File: src/rtl/vmask_unit_if.sv
// Beat-in / result-out bundle for vmask_unit.
// The producer side (e.g. a bench or dispatch stage) takes master; the unit takes slave.
interface vmask_unit_if #(
    parameter int unsigned DATA_WIDTH  = 64,
    parameter int unsigned ADDR_WIDTH  = 32,
    parameter int unsigned OPSEL_WIDTH = 4
);
    logic [ADDR_WIDTH-1:0]  in_addr;
    logic [DATA_WIDTH-1:0]  in_m0;
    logic [DATA_WIDTH-1:0]  in_m1;
    logic                   in_valid;
    logic                   in_last;
    logic [OPSEL_WIDTH-1:0] in_opSel;
    logic [ADDR_WIDTH-1:0]  out_addr;
    logic [DATA_WIDTH-1:0]  out_vec;
    logic                   out_valid;

    modport master (
        output in_addr, in_m0, in_m1, in_valid, in_last, in_opSel,
        input  out_addr, out_vec, out_valid
    );

    modport slave (
        input  in_addr, in_m0, in_m1, in_valid, in_last, in_opSel,
        output out_addr, out_vec, out_valid
    );
endinterface

File: src/rtl/vmask_unit.sv
// Mask-register unit: bitwise mask logicals plus multi-beat vcpop/vfirst/vmsbf/vmsif/vmsof,
// with a fixed-latency result pipeline carrying the destination address.
module vmask_unit #(
    parameter int unsigned DATA_WIDTH  = 64,
    parameter int unsigned ADDR_WIDTH  = 32,
    parameter int unsigned OPSEL_WIDTH = 4,
    parameter int unsigned PIPE_STAGES = 5,
    parameter int unsigned CNT_WIDTH   = 32
) (
    input  logic        clk,
    input  logic        rst,
    vmask_unit_if.slave bus
);
    localparam int unsigned IdxShift = $clog2(DATA_WIDTH);

    localparam logic [OPSEL_WIDTH-1:0] OpAndNot = OPSEL_WIDTH'(0);
    localparam logic [OPSEL_WIDTH-1:0] OpAnd    = OPSEL_WIDTH'(1);
    localparam logic [OPSEL_WIDTH-1:0] OpOr     = OPSEL_WIDTH'(2);
    localparam logic [OPSEL_WIDTH-1:0] OpXor    = OPSEL_WIDTH'(3);
    localparam logic [OPSEL_WIDTH-1:0] OpOrNot  = OPSEL_WIDTH'(4);
    localparam logic [OPSEL_WIDTH-1:0] OpNand   = OPSEL_WIDTH'(5);
    localparam logic [OPSEL_WIDTH-1:0] OpNor    = OPSEL_WIDTH'(6);
    localparam logic [OPSEL_WIDTH-1:0] OpXnor   = OPSEL_WIDTH'(7);
    localparam logic [OPSEL_WIDTH-1:0] OpCpop   = OPSEL_WIDTH'(8);
    localparam logic [OPSEL_WIDTH-1:0] OpFirst  = OPSEL_WIDTH'(9);
    localparam logic [OPSEL_WIDTH-1:0] OpMsbf   = OPSEL_WIDTH'(10);
    localparam logic [OPSEL_WIDTH-1:0] OpMsif   = OPSEL_WIDTH'(11);
    localparam logic [OPSEL_WIDTH-1:0] OpMsof   = OPSEL_WIDTH'(12);

    typedef enum logic [0:0] {StIdle, StAccum} state_e;

    state_e                 state_q, state_d;
    logic [OPSEL_WIDTH-1:0] op_q, op_d;
    logic [CNT_WIDTH-1:0]   cnt_q, cnt_d;
    logic [CNT_WIDTH-1:0]   beat_idx_q, beat_idx_d;
    logic                   found_q, found_d;

    logic                   s0_valid;
    logic [DATA_WIDTH-1:0]  s0_data;
    logic [ADDR_WIDTH-1:0]  s0_addr;

    logic                   pipe_valid_q [PIPE_STAGES];
    logic [DATA_WIDTH-1:0]  pipe_data_q  [PIPE_STAGES];
    logic [ADDR_WIDTH-1:0]  pipe_addr_q  [PIPE_STAGES];

    function automatic logic [CNT_WIDTH-1:0] popcount(input logic [DATA_WIDTH-1:0] v);
        logic [CNT_WIDTH-1:0] n;
        n = '0;
        for (int i = 0; i < DATA_WIDTH; i++) n = n + CNT_WIDTH'(v[i]);
        return n;
    endfunction

    function automatic logic [CNT_WIDTH-1:0] lowest_idx(input logic [DATA_WIDTH-1:0] v);
        logic [CNT_WIDTH-1:0] idx;
        idx = '0;
        for (int i = DATA_WIDTH - 1; i >= 0; i--) if (v[i]) idx = CNT_WIDTH'(i);
        return idx;
    endfunction

    logic                   accum;
    logic [OPSEL_WIDTH-1:0] eff_op;
    logic [DATA_WIDTH-1:0]  m0, m1, e, iso, msbf, msif;
    logic [CNT_WIDTH-1:0]   base_cnt, base_idx, acc_cnt, pos;
    logic                   base_found, acc_found, is_mask;

    always_comb begin
        state_d    = state_q;
        op_d       = op_q;
        cnt_d      = cnt_q;
        beat_idx_d = beat_idx_q;
        found_d    = found_q;
        s0_valid   = 1'b0;
        s0_data    = '0;

        m0     = bus.in_m0;
        m1     = bus.in_m1;
        accum  = (state_q == StAccum);
        // Once a sequence is open, the latched op wins over whatever in_opSel says.
        eff_op = accum ? op_q : bus.in_opSel;
        is_mask = (eff_op >= OpCpop) && (eff_op <= OpMsof);

        base_cnt   = accum ? cnt_q : '0;
        base_idx   = accum ? beat_idx_q : '0;
        base_found = accum ? found_q : 1'b0;

        e    = m0 & m1;
        iso  = e & (-e);
        // iso - 1 is all-ones when e == 0, which is exactly the vmsbf/vmsif no-hit case.
        msbf = iso - DATA_WIDTH'(1);
        msif = msbf | iso;
        pos  = (base_idx << IdxShift) + lowest_idx(e);

        acc_cnt   = base_cnt;
        acc_found = base_found;

        if (bus.in_valid) begin
            if (!is_mask) begin
                s0_valid = 1'b1;
                case (eff_op)
                    OpAndNot: s0_data = m0 & ~m1;
                    OpAnd:    s0_data = m0 & m1;
                    OpOr:     s0_data = m0 | m1;
                    OpXor:    s0_data = m0 ^ m1;
                    OpOrNot:  s0_data = m0 | ~m1;
                    OpNand:   s0_data = ~(m0 & m1);
                    OpNor:    s0_data = ~(m0 | m1);
                    OpXnor:   s0_data = ~(m0 ^ m1);
                    default:  s0_data = '0;
                endcase
            end else begin
                case (eff_op)
                    OpCpop: begin
                        acc_cnt = base_cnt + popcount(e);
                        if (bus.in_last) begin
                            s0_valid = 1'b1;
                            s0_data  = DATA_WIDTH'(acc_cnt);
                        end
                    end
                    OpFirst: begin
                        if (!base_found && (e != '0)) begin
                            acc_cnt   = pos;
                            acc_found = 1'b1;
                        end
                        if (bus.in_last) begin
                            s0_valid = 1'b1;
                            s0_data  = acc_found ? DATA_WIDTH'(acc_cnt) : '1;
                        end
                    end
                    default: begin
                        s0_valid  = 1'b1;
                        acc_found = base_found | (e != '0);
                        if (!base_found) begin
                            case (eff_op)
                                OpMsbf:  s0_data = msbf;
                                OpMsif:  s0_data = msif;
                                default: s0_data = iso;
                            endcase
                        end
                    end
                endcase

                op_d = eff_op;
                if (bus.in_last) begin
                    state_d    = StIdle;
                    cnt_d      = '0;
                    found_d    = 1'b0;
                    beat_idx_d = '0;
                end else begin
                    state_d    = StAccum;
                    cnt_d      = acc_cnt;
                    found_d    = acc_found;
                    beat_idx_d = base_idx + CNT_WIDTH'(1);
                end
            end
        end

        s0_addr = s0_valid ? bus.in_addr : '0;
    end

    always_ff @(posedge clk or posedge rst) begin
        if (rst) begin
            state_q    <= StIdle;
            op_q       <= '0;
            cnt_q      <= '0;
            beat_idx_q <= '0;
            found_q    <= 1'b0;
        end else begin
            state_q    <= state_d;
            op_q       <= op_d;
            cnt_q      <= cnt_d;
            beat_idx_q <= beat_idx_d;
            found_q    <= found_d;
        end
    end

    always_ff @(posedge clk or posedge rst) begin
        if (rst) begin
            for (int i = 0; i < PIPE_STAGES; i++) begin
                pipe_valid_q[i] <= 1'b0;
                pipe_data_q[i]  <= '0;
                pipe_addr_q[i]  <= '0;
            end
        end else begin
            pipe_valid_q[0] <= s0_valid;
            pipe_data_q[0]  <= s0_data;
            pipe_addr_q[0]  <= s0_addr;
            for (int i = 1; i < PIPE_STAGES; i++) begin
                pipe_valid_q[i] <= pipe_valid_q[i-1];
                pipe_data_q[i]  <= pipe_data_q[i-1];
                pipe_addr_q[i]  <= pipe_addr_q[i-1];
            end
        end
    end

    assign bus.out_valid = pipe_valid_q[PIPE_STAGES-1];
    assign bus.out_vec   = pipe_data_q[PIPE_STAGES-1];
    assign bus.out_addr  = pipe_addr_q[PIPE_STAGES-1];
endmodule

File: src/flat_wrapper.sv
// flat-port wrapper written by rule: the top's interface ports become plain ports
module vmask_unit_flat 
#(
    parameter int unsigned DATA_WIDTH  = 64,
    parameter int unsigned ADDR_WIDTH  = 32,
    parameter int unsigned OPSEL_WIDTH = 4,
    parameter int unsigned PIPE_STAGES = 5,
    parameter int unsigned CNT_WIDTH   = 32
)
  (clk, rst, bus_in_addr, bus_in_m0, bus_in_m1, bus_in_valid, bus_in_last, bus_in_opSel, bus_out_addr, bus_out_vec, bus_out_valid);
  vmask_unit_if #(.DATA_WIDTH(DATA_WIDTH), .ADDR_WIDTH(ADDR_WIDTH), .OPSEL_WIDTH(OPSEL_WIDTH)) bus_i ();
  input  logic clk;
  input  logic rst;
  input wire logic [$bits(bus_i.in_addr)-1:0] bus_in_addr;
  input wire logic [$bits(bus_i.in_m0)-1:0] bus_in_m0;
  input wire logic [$bits(bus_i.in_m1)-1:0] bus_in_m1;
  input wire logic [$bits(bus_i.in_valid)-1:0] bus_in_valid;
  input wire logic [$bits(bus_i.in_last)-1:0] bus_in_last;
  input wire logic [$bits(bus_i.in_opSel)-1:0] bus_in_opSel;
  output wire logic [$bits(bus_i.out_addr)-1:0] bus_out_addr;
  output wire logic [$bits(bus_i.out_vec)-1:0] bus_out_vec;
  output wire logic [$bits(bus_i.out_valid)-1:0] bus_out_valid;
  assign bus_i.in_addr = bus_in_addr;
  assign bus_i.in_m0 = bus_in_m0;
  assign bus_i.in_m1 = bus_in_m1;
  assign bus_i.in_valid = bus_in_valid;
  assign bus_i.in_last = bus_in_last;
  assign bus_i.in_opSel = bus_in_opSel;
  assign bus_out_addr = bus_i.out_addr;
  assign bus_out_vec = bus_i.out_vec;
  assign bus_out_valid = bus_i.out_valid;
  vmask_unit #(.DATA_WIDTH(DATA_WIDTH), .ADDR_WIDTH(ADDR_WIDTH), .OPSEL_WIDTH(OPSEL_WIDTH), .PIPE_STAGES(PIPE_STAGES), .CNT_WIDTH(CNT_WIDTH)) u_core (.clk(clk), .rst(rst), .bus(bus_i));
endmodule
File: config.mk
export PLATFORM = sky130hd
export DESIGN_NAME = vmask_unit_flat
export DESIGN_NICKNAME = d
export VERILOG_FILES = /design/src/rtl/vmask_unit_if.sv /design/src/rtl/vmask_unit.sv /design/src/flat_wrapper.sv
export SDC_FILE = /design/constraint.sdc
export NUM_CORES = 2
export LEC_CHECK = 0
export CORE_MARGIN = 2
export CORE_UTILIZATION = 50
export CTS_CLUSTER_DIAMETER = 200
export DETAILED_ROUTE_END_ITERATION = 6
export HOLD_SLACK_MARGIN = 0.12
export PLACE_DENSITY_LB_ADDON = 0.2
export SYNTH_ARGS = -nofsm -noshare
export SYNTH_HDL_FRONTEND = slang
export SYNTH_SLANG_ARGS = --single-unit
File: constraint.sdc
create_clock -name clk -period 24.8 [get_ports clk]
set_input_delay 4.96 -clock clk [delete_from_list [all_inputs] [get_ports clk]]
set_output_delay 4.96 -clock clk [all_outputs]
set_load 0.03 [all_outputs]
# [Word-level counts from Yosys, hierarchy flattened]
# Index checks and enable logic that the tools add are counted.
[totals] reg_bits=555 in_bits=168 output_inout_bits=97 wordCells=213
[classes] add_sub_neg=68 order_cmp=2 n_eq_ne=11 n_mux=93 bitwise=12 reduce_logical=7
[ops] op="2-to-1 mux 32 bit" count=70
[ops] op="adder 32 x 1 -> 32 bit" count=62
[ops] op="one-hot mux 64 bit (8 select lines)" count=1
[ops] op="2-to-1 mux 64 bit" count=5
[ops] op="NOT 64 bit" count=4
[ops] op="one-hot mux 64 bit (2 select lines)" count=2
[ops] op="AND 64 bit" count=3
[ops] op="bitwise OR 64 bit" count=3
[ops] op="adder 32 bit" count=2
[ops] op="negator 64 bit" count=1
[ops] op="one-hot mux 32 bit (2 select lines)" count=1
[ops] op="nonzero test 64 bit" count=1
[ops] op="subtractor 64 x 1 -> 64 bit, second input constant" count=1
[ops] op="XOR 64 bit" count=1
[ops] op="adder 32 x 1 -> 32 bit, second input constant" count=1
[ops] op="== test 4 x 3 -> 1 bit, second input constant" count=4
[ops] op="== test 4 bit, second input constant" count=4
[ops] op="2-to-1 mux 1 bit" count=11
[ops] op="== test 4 x 2 -> 1 bit, second input constant" count=2
[ops] op="2-to-1 mux 6 bit" count=1
[ops] op="== test 4 x 1 -> 1 bit, second input constant" count=1
[ops] op=">= comparator 4 bit, second input constant" count=1
[ops] op="less-or-equal comparator 4 bit, second input constant" count=1
[ops] op="logical NOT 4 bit" count=1
[ops] op="8 further kinds" count=9

# [Depth between registers and ports, before layout]
[depth] ltp_word=72 mapped_depth=27 mapped_depth_nobuf=26

# [Least setup slack after synthesis]
# OpenSTA, ideal clock, no wires.
[synth_timing] path_type="input-to-reg" startpoint="input port bus_in_m1[0]" endpoint="register u_core.pipe_data_q[270] in the netlist's numbering" setup_ns=0.120 arrival_time_ns=11.843 required_ns=24.680 setup_slack_ns=12.837 cell_stages=26 path_buffers=1 cell_sequence="ha_1 -> buf_2 -> inv_1 -> ha_1 -> inv_1 -> fa_1 -> xnor2_1 -> ha_1 -> inv_1 -> fa_1 -> fa_1 -> fa_1 -> fa_1 -> fa_1 -> fa_1 -> inv_1 -> ha_1 -> fa_1 -> a211oi_1 -> o21ai_0 -> o2111ai_1 -> nand2_1 -> a32o_1 -> a31oi_1 -> nand2_1 -> a31o_1"
[synth_between] elab_chain_cells=69 elab_cells_between_ends=86 cone_classes="add/sub: 67; mux: 14; bitwise: 3; reduce/logical: 2"
[synth_lines] item="from (decl)" line="flat_wrapper.sv:16" rtl="input wire logic [$bits(bus_i.in_m1)-1:0] bus_in_m1;"
[synth_lines] item="AND 64 bit *" line="vmask_unit.sv:86" rtl="e = m0 & m1;"
[synth_lines] item="adder 1 x 1 -> 2 bit" line="vmask_unit.sv:49" rtl="for (int i = 0; i < DATA_WIDTH; i++) n = n + CNT_WIDTH'(v[i]);"
[synth_lines] item="adder 32 x 1 -> 32 bit (62 in series)" line="vmask_unit.sv:49"
[synth_lines] item="adder 32 bit" line="vmask_unit.sv:113" rtl="acc_cnt = base_cnt + popcount(e);"
[synth_lines] item="2-to-1 mux 32 bit" line="vmask_unit.sv:114" rtl="if (bus.in_last) begin"
[synth_lines] item="one-hot mux 64 bit (2 select lines) *" line="vmask_unit.sv:111" rtl="case (eff_op)"
[synth_lines] item="2-to-1 mux 64 bit *" line="vmask_unit.sv:97" rtl="if (!is_mask) begin"
[synth_lines] item="2-to-1 mux 64 bit *" line="vmask_unit.sv:96" rtl="if (bus.in_valid) begin"
[synth_lines] item="via u_core.s0_data[14]" line="vmask_unit.sv:39" rtl="logic [DATA_WIDTH-1:0] s0_data;"
[synth_lines] item="to (signal, indexed assignment)" line="vmask_unit.sv:189" rtl="pipe_data_q[i] <= pipe_data_q[i-1];"
[synth_lines] item="to (decl)" line="vmask_unit.sv:43" rtl="logic [DATA_WIDTH-1:0] pipe_data_q [PIPE_STAGES];"
# Mark *: on every way through the listed nets, which the timed path passes. The rest lies on a longest branch. The select of a mux whose other input is x is not followed.
# A chain may end at the register's enable or synchronous reset.

# [Final worst setup path]
[layout_timing] startpoint="input port bus_in_m1[1]" endpoint="register u_core.pipe_data_q[278] in the netlist's numbering"
# The elaborated chain is that of the path after synthesis.

==> results_dict.tcl <==
set metrics [dict create \
    antenna_found_initial 10 \
    route.detailed.drc 0 \
    syn_area_per_cell_um2 9.66 \
    grt_max_degree 137 \
    core_area_um2 65600 \
    arrival_ps 13570 \
    numCtsBuffers 49 \
    ys_ff_latch 549 \
    cts_setup_buffers 0 \
    worstPathMaxFanout 9 \
    via_count 27200 \
    first_iter_violations 3222 \
    rsz0062_at_grt "no" \
    cp.required_ps 25240 \
    tightest_slew_ps 1210 \
    critPathBufInv 5 \
    period_minus_slack_ps 13120 \
    drv_cap 0 \
    crit_path_max_incr_delay_ps 760 \
    area_delta_synth_final_pct 13.7 \
    holdWs_ps 329 \
    ys_warn_count 0 \
    cp-start-kind "input port" \
    seq_area_frac_synth 0.415 \
    synthFlopType "dfrtp_1" \
    fin_skew_ps 45.8 \
    rows 94 \
    cp_top_family "adder cells" \
    cts_resized 0 \
    cts_buffer_depth 3 \
    die-height_um 261 \
    syn-num-nets 4008 \
    io-pin-count 265 \
    synth_area_um2 33100 \
    hold_class "reg2reg" \
    finalSetupTns_ps 0 \
    root_buffer "clkbuf_16" \
    finalPower_uw 4030 \
    place_congestion 0.993 \
    port_buffers 264 \
    max-vdd-ir-drop_v 0.000197 \
    worstSetupPathType "in2reg" \
    viasPerCell 6.14 \
    hold_buffers 0 \
    grt_pass1_wl_um 173000 \
    hold_viol_final 0 \
    netlist_instances 3424 \
    fmax_mhz 76.2 \
    htreeDepth 2 \
    yosys.cell_types.count 99 \
    synth_edf_count 0 \
    postLayoutCoreUtil 0.573 \
    grt_overflow 0 \
    dr.pass1.iters 6 \
    p_per_area_nw_per_um2 107 \
    clkLatencyLatePin_ps 590 \
    fin_crit_sh 0.529 \
    setup_violations 0 \
    wl_per_cell_um 26.3 \
    chipWidth_um 261 \
    crit_path_frequent_cell "fa_1" \
    drive_above_1_share 0.0641 \
    start_util 0.504 \
    p_leak_uw 0.0174 \
    nets 4104 \
    grt_pass1_vias 26900 \
    die-area_um2 68200 \
    end_kind "flip-flop" \
    clkSinkCount 549 \
    async_flop_share 1.00 \
    cts.clk_slew.worst_paths_ps 70 \
    slew-limit-headroom 0.193 \
    cts_tree "done" \
    critPathSlowestCell "a2111oi_0" \
    wl_um 116000 \
    dp.final_hpwl_um 87400 \
    final_max_slew_viol_count 0 \
    track_usage 0.341 \
    status "finished, final reports clean" \
    ant_nets 0 \
]
-- cell families (layout without fill, tap and decap cells) --
family | count (synthesis) | count (layout) | share of synthesized area
buffers and inverters | 533 | 666 | 0.0744
adder cells (fa/ha/maj) | 416 | 416 | 0.169
other | 0 | 2 | 0
AND/OR/NAND/NOR | 958 | 958 | 0.145
flip-flops | 549 | 549 | 0.415
AO/OA/AOI/OAI | 848 | 848 | 0.163
XOR/XNOR | 91 | 91 | 0.0241
multiplexers | 29 | 29 | 0.00896
-- final cells by class --
cell class	count	area, um2
fill	5613	28000
multi-input combinational	2342	17000
sequential	549	13700
timing repair buffer	331	3150
clock buffer	63	1370
tap	864	1080
inverter	247	935
clock inverter	25	344
antenna	2	5.00
-- cells in the final DEF (no fill, tap or decap), drive strengths merged, types with 11 or more instances in the layout --
| cell | instances |
|---|---|
| a2111oi | 21 |
| a211oi | 56 |
| a21o | 11 |
| a21oi | 193 |
| a22o | 17 |
| a22oi | 32 |
| a2bb2oi | 14 |
| a31oi | 17 |
| and2 | 66 |
| and3 | 21 |
| and4 | 11 |
| buf | 67 |
| clkbuf | 63 |
| clkdlybuf4s50 | 264 |
| dfrtp | 549 |
| fa | 53 |
| ha | 363 |
| inv | 251 |
| mux2i | 24 |
| nand2 | 299 |
| nand3 | 74 |
| nand4 | 49 |
| nor2 | 269 |
| nor2b | 22 |
| nor3 | 46 |
| nor4 | 38 |
| o211ai | 51 |
| o21a | 13 |
| o21ai | 274 |
| o221ai | 21 |
| o22ai | 34 |
| o31ai | 16 |
| or4 | 14 |
| xnor2 | 82 |
-- synth_stat cells (24+ instances only) --
cell type,number,share of area
nand2_1,297,0.034
dfrtp_1,549,0.42
a22oi_1,32,0.0073
buf_4,101,0.023
mux2i_1,24,0.0073
o21ai_0,253,0.038
buf_2,30,0.0045
fa_1,53,0.032
ha_1,363,0.14
o211ai_1,51,0.012
nor3_1,45,0.0068
a21oi_1,193,0.029
nor2_1,267,0.030
clkbuf_1,126,0.014
and2_1,64,0.012
nand4_1,44,0.0083
o22ai_1,34,0.0064
xnor2_1,82,0.022
a211oi_1,54,0.012
nand3_1,74,0.011
inv_1,246,0.028
-- flip-flops by register name, summed over array words and instances (netlist names) --
register / cells
u_core.pipe_valid_q: 4
u_core.bus.out_vec: 64
u_core.cnt_q: 32
u_core.accum: 1
u_core.pipe_data_q: 256
u_core.bus.out_valid: 1
u_core.op_q: 4
u_core.found_q: 1
u_core.bus.out_addr: 32
u_core.pipe_addr_q: 128
u_core.beat_idx_q: 26
-- power by group --
part / switching [uW] / total, uW / internal [uW]
registers: 103 / 1220 / 1120
logic: 1330 / 2010 / 683
clock network: 337 / 795 / 458
total: 1770 / 4030 / 2260
-- per-stage QoR --
step	setup slack, ps	instances	instance area (um2)
finish	11680	4423	37600
global route	11310	4422	37600
CTS	11850	4421	37600
detailed placement	11260	4333	35900
global placement	11350	4333	35900
floorplan	4490	3424	33100
-- path summary, 6_finish.rpt --
check,start,endpoint,slack [ps],depth (start not counted)
worst max-delay path,bus_in_m1[1],u_core.pipe_data_q[278],11680,26
worst min-delay path,u_core.pipe_data_q[215],u_core.pipe_data_q[151],330,0
worst max register to register,u_core.accum,u_core.pipe_data_q[278],16260,22
worst min register to register,u_core.pipe_data_q[215],u_core.pipe_data_q[151],330,0
max in group asynchronous,rst,u_core.pipe_data_q[67],16570,5
min in group asynchronous,rst,u_core.pipe_addr_q[119],4990,2
-- per-layer routing --
| metal | GRT usage | vias up | wire, um |
|---|---|---|---|
| li1 | - | 12000 | - |
| met1 | 0.470 | 13500 | 49500 |
| met2 | 0.528 | 1461 | 51300 |
| met3 | 0.0686 | 259 | 10700 |
| met4 | 0.135 | 6 | 4950 |
| met5 | 0 | - | 41 |
(Power assumes the default switching activity.)
